### src/rtl/adc_readout_ctrl.sv
// adc_readout_ctrl
//   Sequences a 12-bit monitoring ADC. A START request raises ADC_SOC for
//   SOC_CYCLES clocks. The controller then waits for the (synchronized)
//   falling edge of ADC_EOC_B, lets the ADC output settle for SETTLE_CYCLES
//   clocks and captures ADC_OUT. If no end-of-conversion arrives within
//   TIMEOUT_CYCLES, the conversion is aborted with a TIMEOUT pulse.
//
//   Optional feature macro: ADC_READOUT_AVG_EN
//     defined   : 2^AVG_SEL conversions (1/2/4/8) are summed in a 15-bit
//                 accumulator and the truncated average is reported.
//     undefined : AVG_SEL is ignored; one conversion, DATA = captured ADC_OUT.
//
//   Ports
//     CLOCK       in   rising-edge clock
//     RESET_B     in   synchronous active-low reset
//     START       in   conversion request (ignored while BUSY)
//     AVG_SEL     in   log2 of conversions per result (averaging build only)
//     ADC_SOC     out  start-of-conversion to the ADC
//     ADC_EOC_B   in   end-of-conversion from the ADC, active-low, asynchronous
//     ADC_OUT     in   ADC result, stable while ADC_EOC_B is low
//     BUSY        out  high whenever the FSM is not in IDLE
//     DATA        out  last completed result
//     DATA_VALID  out  one-cycle pulse when DATA updates
//     TIMEOUT     out  one-cycle pulse when a conversion is aborted
module adc_readout_ctrl #(
  parameter int unsigned SOC_CYCLES     = 64,
  parameter int unsigned SETTLE_CYCLES  = 2,
  parameter logic [15:0] TIMEOUT_CYCLES = 16'hFFFF
) (
  input  logic        CLOCK,
  input  logic        RESET_B,
  input  logic        START,
  input  logic [1:0]  AVG_SEL,
  output logic        ADC_SOC,
  input  logic        ADC_EOC_B,
  input  logic [11:0] ADC_OUT,
  output logic        BUSY,
  output logic [11:0] DATA,
  output logic        DATA_VALID,
  output logic        TIMEOUT
);

  typedef enum logic [2:0] {IDLE, SOC, WAIT_EOC, SETTLE, CAPTURE} state_t;

  localparam logic [7:0]  SOC_LAST    = 8'(SOC_CYCLES - 1);
  localparam logic [15:0] TO_LAST     = TIMEOUT_CYCLES - 16'd1;
  localparam logic        SETTLE_SKIP = (SETTLE_CYCLES == 0);
  localparam logic [3:0]  SETTLE_LAST = 4'((SETTLE_CYCLES == 0) ? 0 : SETTLE_CYCLES - 1);

  state_t      state;
  // [0] first sync flop, [1] second sync flop, [2] previous synchronized value
  logic [2:0]  eoc_sync;
  logic        eoc_fall;
  logic        eoc_latched;
  logic [7:0]  soc_cnt;
  logic [15:0] wait_cnt;
  logic [3:0]  settle_cnt;
  logic        done;

`ifdef ADC_READOUT_AVG_EN
  logic [1:0]  avg_q;
  logic [3:0]  conv_cnt;
  logic [14:0] acc;

  function automatic logic [11:0] avg_result(input logic [14:0] sum, input logic [1:0] sh);
    return 12'(sum >> sh);
  endfunction

  function automatic logic more_conv(input logic [3:0] finished, input logic [1:0] sh);
    return finished < (4'd1 << sh);
  endfunction
`else
  logic [11:0] cap;
  logic        unused_avg_sel;
  assign unused_avg_sel = &{1'b0, AVG_SEL};
`endif

  assign eoc_fall = !eoc_sync[1] && eoc_sync[2];

  always_ff @(posedge CLOCK) begin
    if (!RESET_B) begin
      state       <= IDLE;
      eoc_sync    <= 3'b111;
      eoc_latched <= 1'b0;
      soc_cnt     <= '0;
      wait_cnt    <= '0;
      settle_cnt  <= '0;
      done        <= 1'b0;
      ADC_SOC     <= 1'b0;
      BUSY        <= 1'b0;
      DATA        <= 12'h000;
      DATA_VALID  <= 1'b0;
      TIMEOUT     <= 1'b0;
`ifdef ADC_READOUT_AVG_EN
      avg_q       <= '0;
      conv_cnt    <= '0;
      acc         <= '0;
`else
      cap         <= '0;
`endif
    end else begin
      eoc_sync   <= {eoc_sync[1:0], ADC_EOC_B};
      DATA_VALID <= 1'b0;
      TIMEOUT    <= 1'b0;
      case (state)
        IDLE: begin
          // Result of the previous CAPTURE is published one cycle after it.
          if (done) begin
`ifdef ADC_READOUT_AVG_EN
            DATA <= avg_result(acc, avg_q);
`else
            DATA <= cap;
`endif
            DATA_VALID <= 1'b1;
            done       <= 1'b0;
          end
          if (START) begin
            state       <= SOC;
            ADC_SOC     <= 1'b1;
            BUSY        <= 1'b1;
            soc_cnt     <= '0;
            eoc_latched <= 1'b0;
`ifdef ADC_READOUT_AVG_EN
            avg_q       <= AVG_SEL;
            conv_cnt    <= '0;
            acc         <= '0;
`endif
          end
        end
        SOC: begin
          // An early EOC edge during SOC must not be lost.
          if (eoc_fall) eoc_latched <= 1'b1;
          if (soc_cnt == SOC_LAST) begin
            ADC_SOC  <= 1'b0;
            wait_cnt <= '0;
            state    <= WAIT_EOC;
          end else begin
            soc_cnt <= soc_cnt + 8'd1;
          end
        end
        WAIT_EOC: begin
          if (eoc_fall || eoc_latched) begin
            eoc_latched <= 1'b0;
            settle_cnt  <= '0;
            state       <= SETTLE_SKIP ? CAPTURE : SETTLE;
          end else if (wait_cnt == TO_LAST) begin
            TIMEOUT <= 1'b1;
            BUSY    <= 1'b0;
            state   <= IDLE;
          end else begin
            wait_cnt <= wait_cnt + 16'd1;
          end
        end
        SETTLE: begin
          if (settle_cnt == SETTLE_LAST) state <= CAPTURE;
          else settle_cnt <= settle_cnt + 4'd1;
        end
        CAPTURE: begin
`ifdef ADC_READOUT_AVG_EN
          acc      <= acc + {3'b000, ADC_OUT};
          conv_cnt <= conv_cnt + 4'd1;
          if (more_conv(conv_cnt + 4'd1, avg_q)) begin
            state       <= SOC;
            ADC_SOC     <= 1'b1;
            soc_cnt     <= '0;
            eoc_latched <= 1'b0;
          end else begin
            state <= IDLE;
            BUSY  <= 1'b0;
            done  <= 1'b1;
          end
`else
          cap   <= ADC_OUT;
          state <= IDLE;
          BUSY  <= 1'b0;
          done  <= 1'b1;
`endif
        end
        default: begin
          state   <= IDLE;
          ADC_SOC <= 1'b0;
          BUSY    <= 1'b0;
        end
      endcase
    end
  end

endmodule

### config.mk
export PLATFORM = sky130hd
export DESIGN_NAME = adc_readout_ctrl
export DESIGN_NICKNAME = d
export VERILOG_FILES = /design/src/rtl/adc_readout_ctrl.sv
export SDC_FILE = /design/constraint.sdc
export NUM_CORES = 1
export LEC_CHECK = 0
export BUFFER_PORTS_ARGS = -buffer_cell sky130_fd_sc_hd__buf_2
export CAP_MARGIN = 20
export CORE_ASPECT_RATIO = 0.6
export CORE_MARGIN = 4
export CORE_UTILIZATION = 35
export DETAILED_ROUTE_END_ITERATION = 12
export SYNTH_ARGS = -nofsm -noshare
export SYNTH_HDL_FRONTEND = slang
export SYNTH_SLANG_ARGS = --single-unit
### constraint.sdc
create_clock -name CLOCK -period 3.4 [get_ports CLOCK]
set_input_delay 0.51 -clock CLOCK [delete_from_list [all_inputs] [get_ports CLOCK]]
set_output_delay 0.51 -clock CLOCK [all_outputs]
set_load 0.02 [all_outputs]
; Word-level counts from Yosys, hierarchy flattened
; Cells that the tools add are included.
[word_totals]
ff_bits = 64
latch_bits = 0
ramBits = 0
rom_bits = 0
inputBits = 18
n_memories = 0
[classes]
addsub = 3
mul = 0
div = 0
magnitude_cmp = 0
n_eq_ne = 18
shifts = 0
mux = 29
bitwise_logic = 4
n_reduce_logical = 21
[ops]
columns = op, count
row1 = $mux 16, 3
row2 = $pmux 16 s2, 1
row3 = $ne 2x2->1 const B, 10
row4 = $add 16x1->16 const B, 1
row5 = $eq 16x16->1 const B, 1
row6 = $mux 8, 2
row7 = $pmux 8 s2, 1
row8 = $reduce_and 4->1, 4
row9 = $mux 3, 5
row10 = $pmux 3 s4, 1
row11 = $mux 1, 9
row12 = $pmux 1 s3, 3
row13 = $reduce_and 3->1, 3
row14 = $add 8x1->8 const B, 1
row15 = $eq 8x6->1 const B, 1
row16 = $mux 4, 2
row17 = $pmux 4 s2, 1
row18 = $reduce_bool 2->1, 4
row19 = $eq 3x2->1 const B, 2
row20 = $reduce_or 3->1, 2
row21 = $add 4x1->4 const B, 1
row22 = $eq 4x1->1 const B, 1
row23 = $not 1->1, 4
row24 = $reduce_and 2->1, 2
row25 = other kinds (10), 10

; Depth between registers and ports, before layout
; Gate-level depths: netlist (run 1).
[logic_depth]
depth_word = 5
ltp_mapped = 9
ltp_nobuf = 7

; Worst setup path before layout (run 1)
; No wires, ideal clock.
[synth_path]
kind = reg-to-reg
startpoint = reg wait_cnt[0]
endpoint = reg wait_cnt[11]
setup_ns = 0.119
t_arrival_ns = 1.831
required_time_ns = 3.281
setup_slack_ns = 1.450
path_stages_with_launch = 9
n_path_buf = 1
synth_period_minus_slack_ns = 1.950
path_cell_list = dfxtp_1 -> inv_1 -> ha_1 -> nand4_1 -> or4_4 -> a31oi_2 -> buf_6 -> nor2_1 -> o221a_2
[synth_between]
elab_chain_cells = 4
elab_cells_between_ends = 7
classes_between = 1 x add/sub / 2 x eq/ne / 3 x mux / 1 x reduce/logical
[synth_lines]
columns = element, line_no
row1 = from (decl), 56  ; logic [15:0] wait_cnt;
row2 = from (signal assigned), 151  ; wait_cnt <= wait_cnt + 16'd1;
row3 = $add 16x1->16, 151
row4 = $mux 16, 146  ; end else if (wait_cnt == TO_LAST) begin
row5 = $mux 16, 142  ; if (eoc_fall || eoc_latched) begin
row6 = $pmux 16 s2, 105  ; case (state)
; Parallel ways exist; a longest one is shown, timed or not. The select of a mux whose other input is x is not followed.
; A chain may end at the register's enable or synchronous reset.

; Worst setup path in the final report (run 1)
[layout_path]
startpoint = reg state[1]
endpoint = reg wait_cnt[9]
[layout_between]
elab_chain_cells = 3
elab_cells_between_ends = 8
classes_between = 5 x eq/ne / 1 x mux / 2 x reduce/logical
[layout_lines]
columns = element, line_no
row1 = from (decl), 50  ; state_t state;
row2 = from (signal assigned), 145  ; state <= SETTLE_SKIP ? CAPTURE : SETTLE;
row3 = $eq 3x2->1 or $eq 3x1->1 (tied branches), 105
row4 = $ne 2x2->1 (no source line) or $reduce_bool 2->1 (tied branches), n/a
row5 = $reduce_and 4->1 (no source line), n/a
; Parallel ways exist; a longest one is shown, timed or not.

==> run summary, run 1 <==
fin crit share - 66.93%
unrepaired setup endpoints after global routing - false
Slew HR - 59.57%
final setup TNS - 0 ns
Post-Synthesis Cells - 344
number of port buffers - 31
post-synthesis sequential area ratio - 44.97%
Synth Warn # - 0
Final Hold Viols - 0
CTS buffer count - 9
Worst Path Arrival - 2.53 ns
share of cells above drive strength 1 - 16.62%
Vias - 2561
Initial DRT Pass Iterations - 4
average wire per standard cell - 13.96 um
cts hold-fix bufs - 0
number of flops mapped to enable cells by yosys - 0
most common cell after layout, fill and taps aside - dfxtp_1
# nets final - 397
CP Max Fanout - 22
critical path endpoint category - register
clock latency on the worst-skew pair - 0.33 ns
Root Driver - clkbuf_16
area of the multi-input gates - 1453 um^2
fmax - 439.4 MHz
Placement Rows - 25
number of I/O pins - 34
Sequential cell area - 1281 um^2
largest net degree at the start of global routing - 32
post-synthesis cell type count - 53
prevailing post-synth register cell - dfxtp_1
area grow syn2layout - 18.14%
initial antenna violation count - 0
post-CTS sizing - 0
post-CTS setup repair buffer count - 0
Worst-Margin Slew - 0.6001 ns
max_cap viols - 0
Post-DP HPWL - 4801 um
crit-path cells - or3b_1, nor3_2, a31oi_2, buf_4, or4_1, a21oi_1
vias in the first global route - 2427
die area - 9695 um^2
design area - 3366 um^2
Worst setup SP type - register
synthesized cell area - 2849 um^2
Slew Limit Fails - 0
Yosys reg bits - 64
core area - 7883 um^2
Layout fillers - 838
Routed Antenna Nets - 0
die width - 124.5 um
slowest stage delay, CP - 0.57 ns
TritonCTS clock tree - done
Hold Crit Class - in2reg
Initial DRC Count - 165
syn_area_per_cell - 8.282 um^2
Overflow after GRT - 0
min Tclk post-route - 2.276 ns
Routed WL - 6797 um
asr flop ratio synth - 0%
Chip Height - 77.89 um
# diodes - 0
Initial Utilization - 36.14%
Power Dens Cells - 621.5 nW/um^2
Top delay family on crit path - simple AND/OR/NAND/NOR gates
Static Leak - 1.205 nW
Clk pin slew, worst setup/hold paths - 0.06 ns
status - finished, final reports clean
VDD IR max - 0.3118 mV
CP max stage cell - or3b_1
setup violators final - 0
syn_nets - 367
clk sinks - 64
vias per inst - 5.259
WP data required - 3.65 ns
most frequent cells in the layout - dfxtp_1 (64), nand2_1 (62), a21oi_1 (47)
DP Area - 3084 um^2
final routed DRC violation total - 0
CP bufs+invs - 1
gr usage total - 15.20%
global-route wire length before repair - 11870 um
classification of the worst setup path - reg2reg
CTS H-tree depth - 3
clock tree buffer depth - 2
Final GP Congestion - 0.8076
clk_skew - 0.007061 ns
==> cells in the mapped netlist, types with 2 or more instances <==
master,count,share of area [%]
o21ai_0,18,3.2
inv_1,5,0.66
xor2_1,2,0.61
buf_6,2,0.79
nand3_1,10,1.8
o221a_2,4,1.6
mux2i_1,3,1.1
nor3_1,8,1.4
ha_1,5,2.2
o31ai_1,4,1.1
a211oi_1,3,0.79
and2_1,2,0.44
and3_1,3,0.66
a41oi_1,2,0.61
or4_1,5,1.3
nand4_1,6,1.3
nand2_1,62,8.2
or3b_1,2,0.61
nor2_1,22,2.9
clkbuf_1,12,1.6
nor2b_1,4,0.88
dfxtp_1,64,45
buf_2,2,0.35
a31oi_1,5,1.1
or3_1,9,2.0
or3b_2,2,0.61
nand2b_1,3,0.66
a21oi_1,47,8.3
nor4_1,4,0.88
==> routing by layer <==
metal	GRT usage (%)	routed length, um
met2	21.12	2698
met5	0	0
met1	21.31	3677
met4	5.689	76
met3	5.571	344
==> registers in the layout, summed over array words and instances (netlist names) <==
name / flops
DATA: 12
BUSY: 1
DATA_VALID: 1
wait_cnt: 16
soc_cnt: 8
eoc_sync: 3
ADC_SOC: 1
TIMEOUT: 1
settle_cnt: 4
eoc_latched: 1
state: 3
cap: 12
done: 1
==> area by class of cell <==
class,count,area share [%]
Sequential cell,64,38.07
Inverter,6,0.6691
Clock buffer,12,7.026
Clock inverter,4,1.338
Tap cell,108,4.015
Multi-Input combinational cell,257,43.16
Timing Repair Buffer,36,5.725
==> final timing paths <==
kind / startpoint / end / slack, ns / cells after the start
worst min register to register: eoc_sync[0] / eoc_sync[1] / 0.41 / 1
worst min-delay path: ADC_EOC_B / eoc_sync[0] / 0.37 / 2
worst max-delay path: state[1] / wait_cnt[9] / 1.12 / 6
worst max register to register: state[1] / wait_cnt[9] / 1.12 / 6
==> power by group <==
group,internal (W),switching [W],leakage [nW]
Clock,0.000563,0.000311,0.140
Combinational,0.000140,0.000249,0.548
Sequential,0.000786,0.0000423,0.517
Total,0.00149,0.000602,1.21
==> stage by stage <==
stage               power [W]  setup slack [ns]  hold slack (ns)  instances  util (%)
global placement     0.001218             1.199           0.3959        471     39.13
floorplan            0.001137             1.450           0.3863        344         -
global route         0.002212            0.9793           0.3870        487     42.70
detailed placement   0.001226             1.159           0.3964        471     39.13
CTS                  0.002116             1.122           0.3570        487     42.70
finish               0.002092             1.124           0.3677        487     42.70
==> cells by family (layout without fill, tap and decap cells) <==
logic type / after synthesis / in the layout / share of synthesized area, %
AO/OA/AOI/OAI: 91 / 91 / 18.88
XOR/XNOR: 3 / 3 / 0.9224
adder cells (fa/ha/maj): 5 / 5 / 2.196
buffers and inverters: 23 / 58 / 4.040
flip-flops: 64 / 64 / 44.97
multiplexers: 4 / 4 / 1.449
AND/OR/NAND/NOR: 154 / 154 / 27.54
(Power assumes the default switching activity.)
==> run 2, diff against run 1 <==
ABC_AREA = 1   (was default)
clock period = 2.2 ns   (was 3.4 ns; I/O delays follow)
==> run 2 against run 1 <==
Register-to-register slack got worse by 0.75 ns; clock power rose by 61%; die area rose by 9.6%; design area rose by 9.7%; synthesized cell count rose by 35%; setup slack got worse by 0.75 ns; global-route usage rose by 0.43 points; largest power group unchanged; critical endpoint is now wait_cnt[2].
==> run summary, run 2 <==
Largest register FFs - 16 (unchanged)
# diodes - 0 (unchanged)
Placement Rows - 26 (was 25)
Routed Antenna Nets - 0 (unchanged)
Worst Path Arrival - 2.04 ns (was 2.53 ns)
Switch Pwr - 0.001567 W (was 0.0006024 W)
gr usage total - 15.63% (was 15.20%)
Overflow after GRT - 0 (unchanged)
Met3 Wirelength - 456 um (was 344 um)
global-route wire length before repair - 13050 um (was 11870 um)
classification of the worst setup path - reg2reg (unchanged)
vias per inst - 4.921 (was 5.259)
# nets final - 523 (was 397)
Initial DRT Pass Iterations - 5 (was 4)
Worst setup SP type - register (unchanged)
Final GP Congestion - 0.8578 (was 0.8076)
status - finished, final reports clean (unchanged)
worst hold margin - 0.1911 ns (was 0.3677 ns)
Vias - 3036 (was 2561)
Commonest cells post-synth - nand2_1 (99), nor2_1 (81), dfxtp_1 (64) (was dfxtp_1 (64), nand2_1 (62), a21oi_1 (47))
syn_area_per_cell - 6.753 um^2 (was 8.282 um^2)
syn_nets - 489 (was 367)
Initial Utilization - 36.50% (was 36.14%)
hold depth - 2 (unchanged)
Chip Height - 81.45 um (was 77.89 um)
fmax - 548.3 MHz (was 439.4 MHz)
share of cells above drive strength 1 - 15.05% (was 16.62%)
final routed DRC violation total - 0 (unchanged)
R2R Path Start - soc_cnt[0] (was state[1])
switching part of the total - 37.93% (was 28.80%)
clk sinks - 64 (unchanged)
max layer used - met4 (unchanged)
cts hold-fix bufs - 0 (unchanged)
post-CTS setup repair buffer count - 0 (unchanged)
number of I/O pins - 34 (unchanged)
design area - 3694 um^2 (was 3366 um^2)
CP Max Fanout - 11 (was 22)
Initial DRC Count - 195 (was 165)
Synth Warn # - 0 (unchanged)
number of port buffers - 31 (unchanged)
DP Area - 3395 um^2 (was 3084 um^2)
area grow syn2layout - 17.38% (was 18.14%)
synthesized cell area - 3147 um^2 (was 2849 um^2)
most numerous cell in the Yosys netlist - nand2_1 (was dfxtp_1)
Clk pin slew, worst setup/hold paths - 0.05 ns (was 0.06 ns)
Gate power share - 33.4% (was 18.6%)
most common cell after layout, fill and taps aside - nand2_1 (was dfxtp_1)
vias in the first global route - 2729 (was 2427)
Root Driver - clkbuf_16 (unchanged)
clock network power share - 34.0% (was 41.8%)
max_cap viols - 0 (unchanged)
clock latency on the worst-skew pair - 0.33 ns (about the same)
min Tclk post-route - 1.824 ns (was 2.276 ns)
Slew Limit Fails - 0 (unchanged)
P_int - 0.002565 W (was 0.001489 W)
register share of total power - 32.6% (was 39.6%)
area share of the largest cell type after synthesis - 40.72% (was 44.97%)
critical path endpoint category - register (unchanged)
worst-case reg-to-reg path depth - 8 (was 6)
Post-Synthesis Cells - 466 (was 344)
Metal-1 WL - 4269 um (was 3677 um)
Hold Crit Start - ADC_EOC_B (unchanged)
Static Leak - 1.522 nW (was 1.205 nW)
Slew HR - 66.03% (was 59.57%)
r2r setup slk - 0.38 ns (was 1.12 ns)
fin crit share - 82.90% (was 66.93%)
asr flop ratio synth - 0% (unchanged)
clock tree buffer depth - 2 (unchanged)
met2 wire length - 3114 um (was 2698 um)
Hold EP - eoc_sync[0] (unchanged)
WP data required - 2.42 ns (was 3.65 ns)
most flop-heavy register - wait_cnt (unchanged)
die area - 10620 um^2 (was 9695 um^2)
post-synthesis cell type count - 32 (was 53)
area leader, netlist - dfxtp_1 (unchanged)
initial antenna violation count - 0 (unchanged)
Hold Crit Class - in2reg (unchanged)
Routed WL - 7879 um (was 6797 um)
Layout fillers - 881 (was 838)
number of flops mapped to enable cells by yosys - 0 (unchanged)
Critical R2R Capture - wait_cnt[2] (was wait_cnt[9])
clk_skew - 0.005391 ns (was 0.007061 ns)
Post-DP HPWL - 5648 um (was 4801 um)
average wire per standard cell - 12.77 um (was 13.96 um)
pre-CTS setup slack - 0.3903 ns (was 1.159 ns)
Regs by FF count - wait_cnt: 16 flops, DATA: 12 flops, cap: 12 flops (unchanged)
core area - 8621 um^2 (was 7883 um^2)
Power Dens Cells - 1119 nW/um^2 (was 621.5 nW/um^2)
unrepaired setup endpoints after global routing - false (unchanged)
dominant cells by area after synthesis - dfxtp_1 (41%), nand2_1 (12%), nor2_1 (9.7%), nand3_1 (8.7%), a21oi_1 (5.9%) (was dfxtp_1 (45%), a21oi_1 (8.3%), nand2_1 (8.2%), o21ai_0 (3.2%), nor2_1 (2.9%))
Worst-Margin Slew - 0.5090 ns (was 0.6001 ns)
most frequent cells in the layout - nand2_1 (99), nor2_1 (81), dfxtp_1 (64) (was dfxtp_1 (64), nand2_1 (62), a21oi_1 (47))
CTS H-tree depth - 3 (unchanged)
Total Power - 0.004133 W (was 0.002092 W)
post-synthesis sequential area ratio - 40.72% (was 44.97%)
largest net degree at the start of global routing - 31 (was 32)
die width - 130.4 um (was 124.5 um)
post-CTS sizing - 0 (unchanged)
post-route setup slack - 0.3761 ns (was 1.124 ns)
final setup TNS - 0 ns (unchanged)
VDD IR max - 0.5624 mV (was 0.3118 mV)
CTS buffer count - 9 (unchanged)
setup violators final - 0 (unchanged)
Final Hold Viols - 0 (unchanged)
prevailing post-synth register cell - dfxtp_1 (unchanged)
TritonCTS clock tree - done (unchanged)
Yosys reg bits - 64 (unchanged)
-- run 2: cell count changes after synthesis, sizes merged, moves of 5 or more --
| cell | delta |
|---|---|
| o21ai | +5 |
| or3 | -9 |
| a21oi | -9 |
| nand2 | +43 |
| inv | +44 |
| nor2 | +61 |
| nand3 | +47 |
| or4 | -6 |
-- run 2: final cells by class --
| cell class | count | area (um^2) | area share [%] |
|---|---|---|---|
| sequential | 64 | 1281 | 34.69 |
| timing repair buffer | 40 | 222.7 | 6.030 |
| tap | 112 | 140.1 | 3.794 |
| inverter | 50 | 188.9 | 5.115 |
| clock buffer | 11 | 242.7 | 6.572 |
| clock inverter | 5 | 56.30 | 1.524 |
| multi-input combinational | 335 | 1562 | 42.28 |
-- run 2: cells by family (layout without fill, tap and decap cells) --
logic type | count (synthesis) | count (layout) | share of synthesized area [%]
flip-flops | 64 | 64 | 40.72
AND/OR/NAND/NOR | 263 | 263 | 36.38
adder cells (fa/ha/maj) | 5 | 5 | 1.988
AO/OA/AOI/OAI | 67 | 67 | 11.25
buffers and inverters | 67 | 106 | 9.662
-- run 2: metal layers --
metal,global-route usage (%),vias up
met5,0,-
met4,5.749,0
met3,4.224,4
met2,20.65,80
met1,23.82,1391
li1,-,1561
-- run 2: worst max path at each step --
stage,start,endpoint,slack [ns],depth (start not counted)
after floorplan,soc_cnt[0],wait_cnt[0],0.70,9
after global placement,soc_cnt[0],wait_cnt[0],0.41,8
after detailed placement,soc_cnt[0],wait_cnt[2],0.39,8
after CTS,soc_cnt[0],wait_cnt[2],0.39,8
after global routing,soc_cnt[0],wait_cnt[2],0.16,8
final,soc_cnt[0],wait_cnt[2],0.38,8
-- run 2: through the flow --
stage | util [%] | instances
after detailed placement | 39.38 | 601
after floorplan | - | 466
after CTS | 42.84 | 617
final | 42.84 | 617
after global placement | 39.38 | 601
after global routing | 42.84 | 617
-- run 2: power groups by stage --
stage	registers, W	clock network, W	logic [W]
2_1_floorplan	0.00138	0	0.00109
3_3_place_gp	0.00137	0	0.00135
3_5_place_dp	0.00137	0	0.00136
4_1_cts	0.00134	0.00145	0.00137
5_1_grt	0.00136	0.00150	0.00155
6_report	0.00135	0.00141	0.00138
-- run 2: critical path, cell delays in order (launching register included) --
cell and delay [ns]:
dfxtp_1 0.37, ha_1 0.18, nand2_1 0.09, nor2_1 0.15, nand3_1 0.17, a21oi_2 0.19
nand2_1 0.27, o21ai_0 0.25, nor2_1 0.05
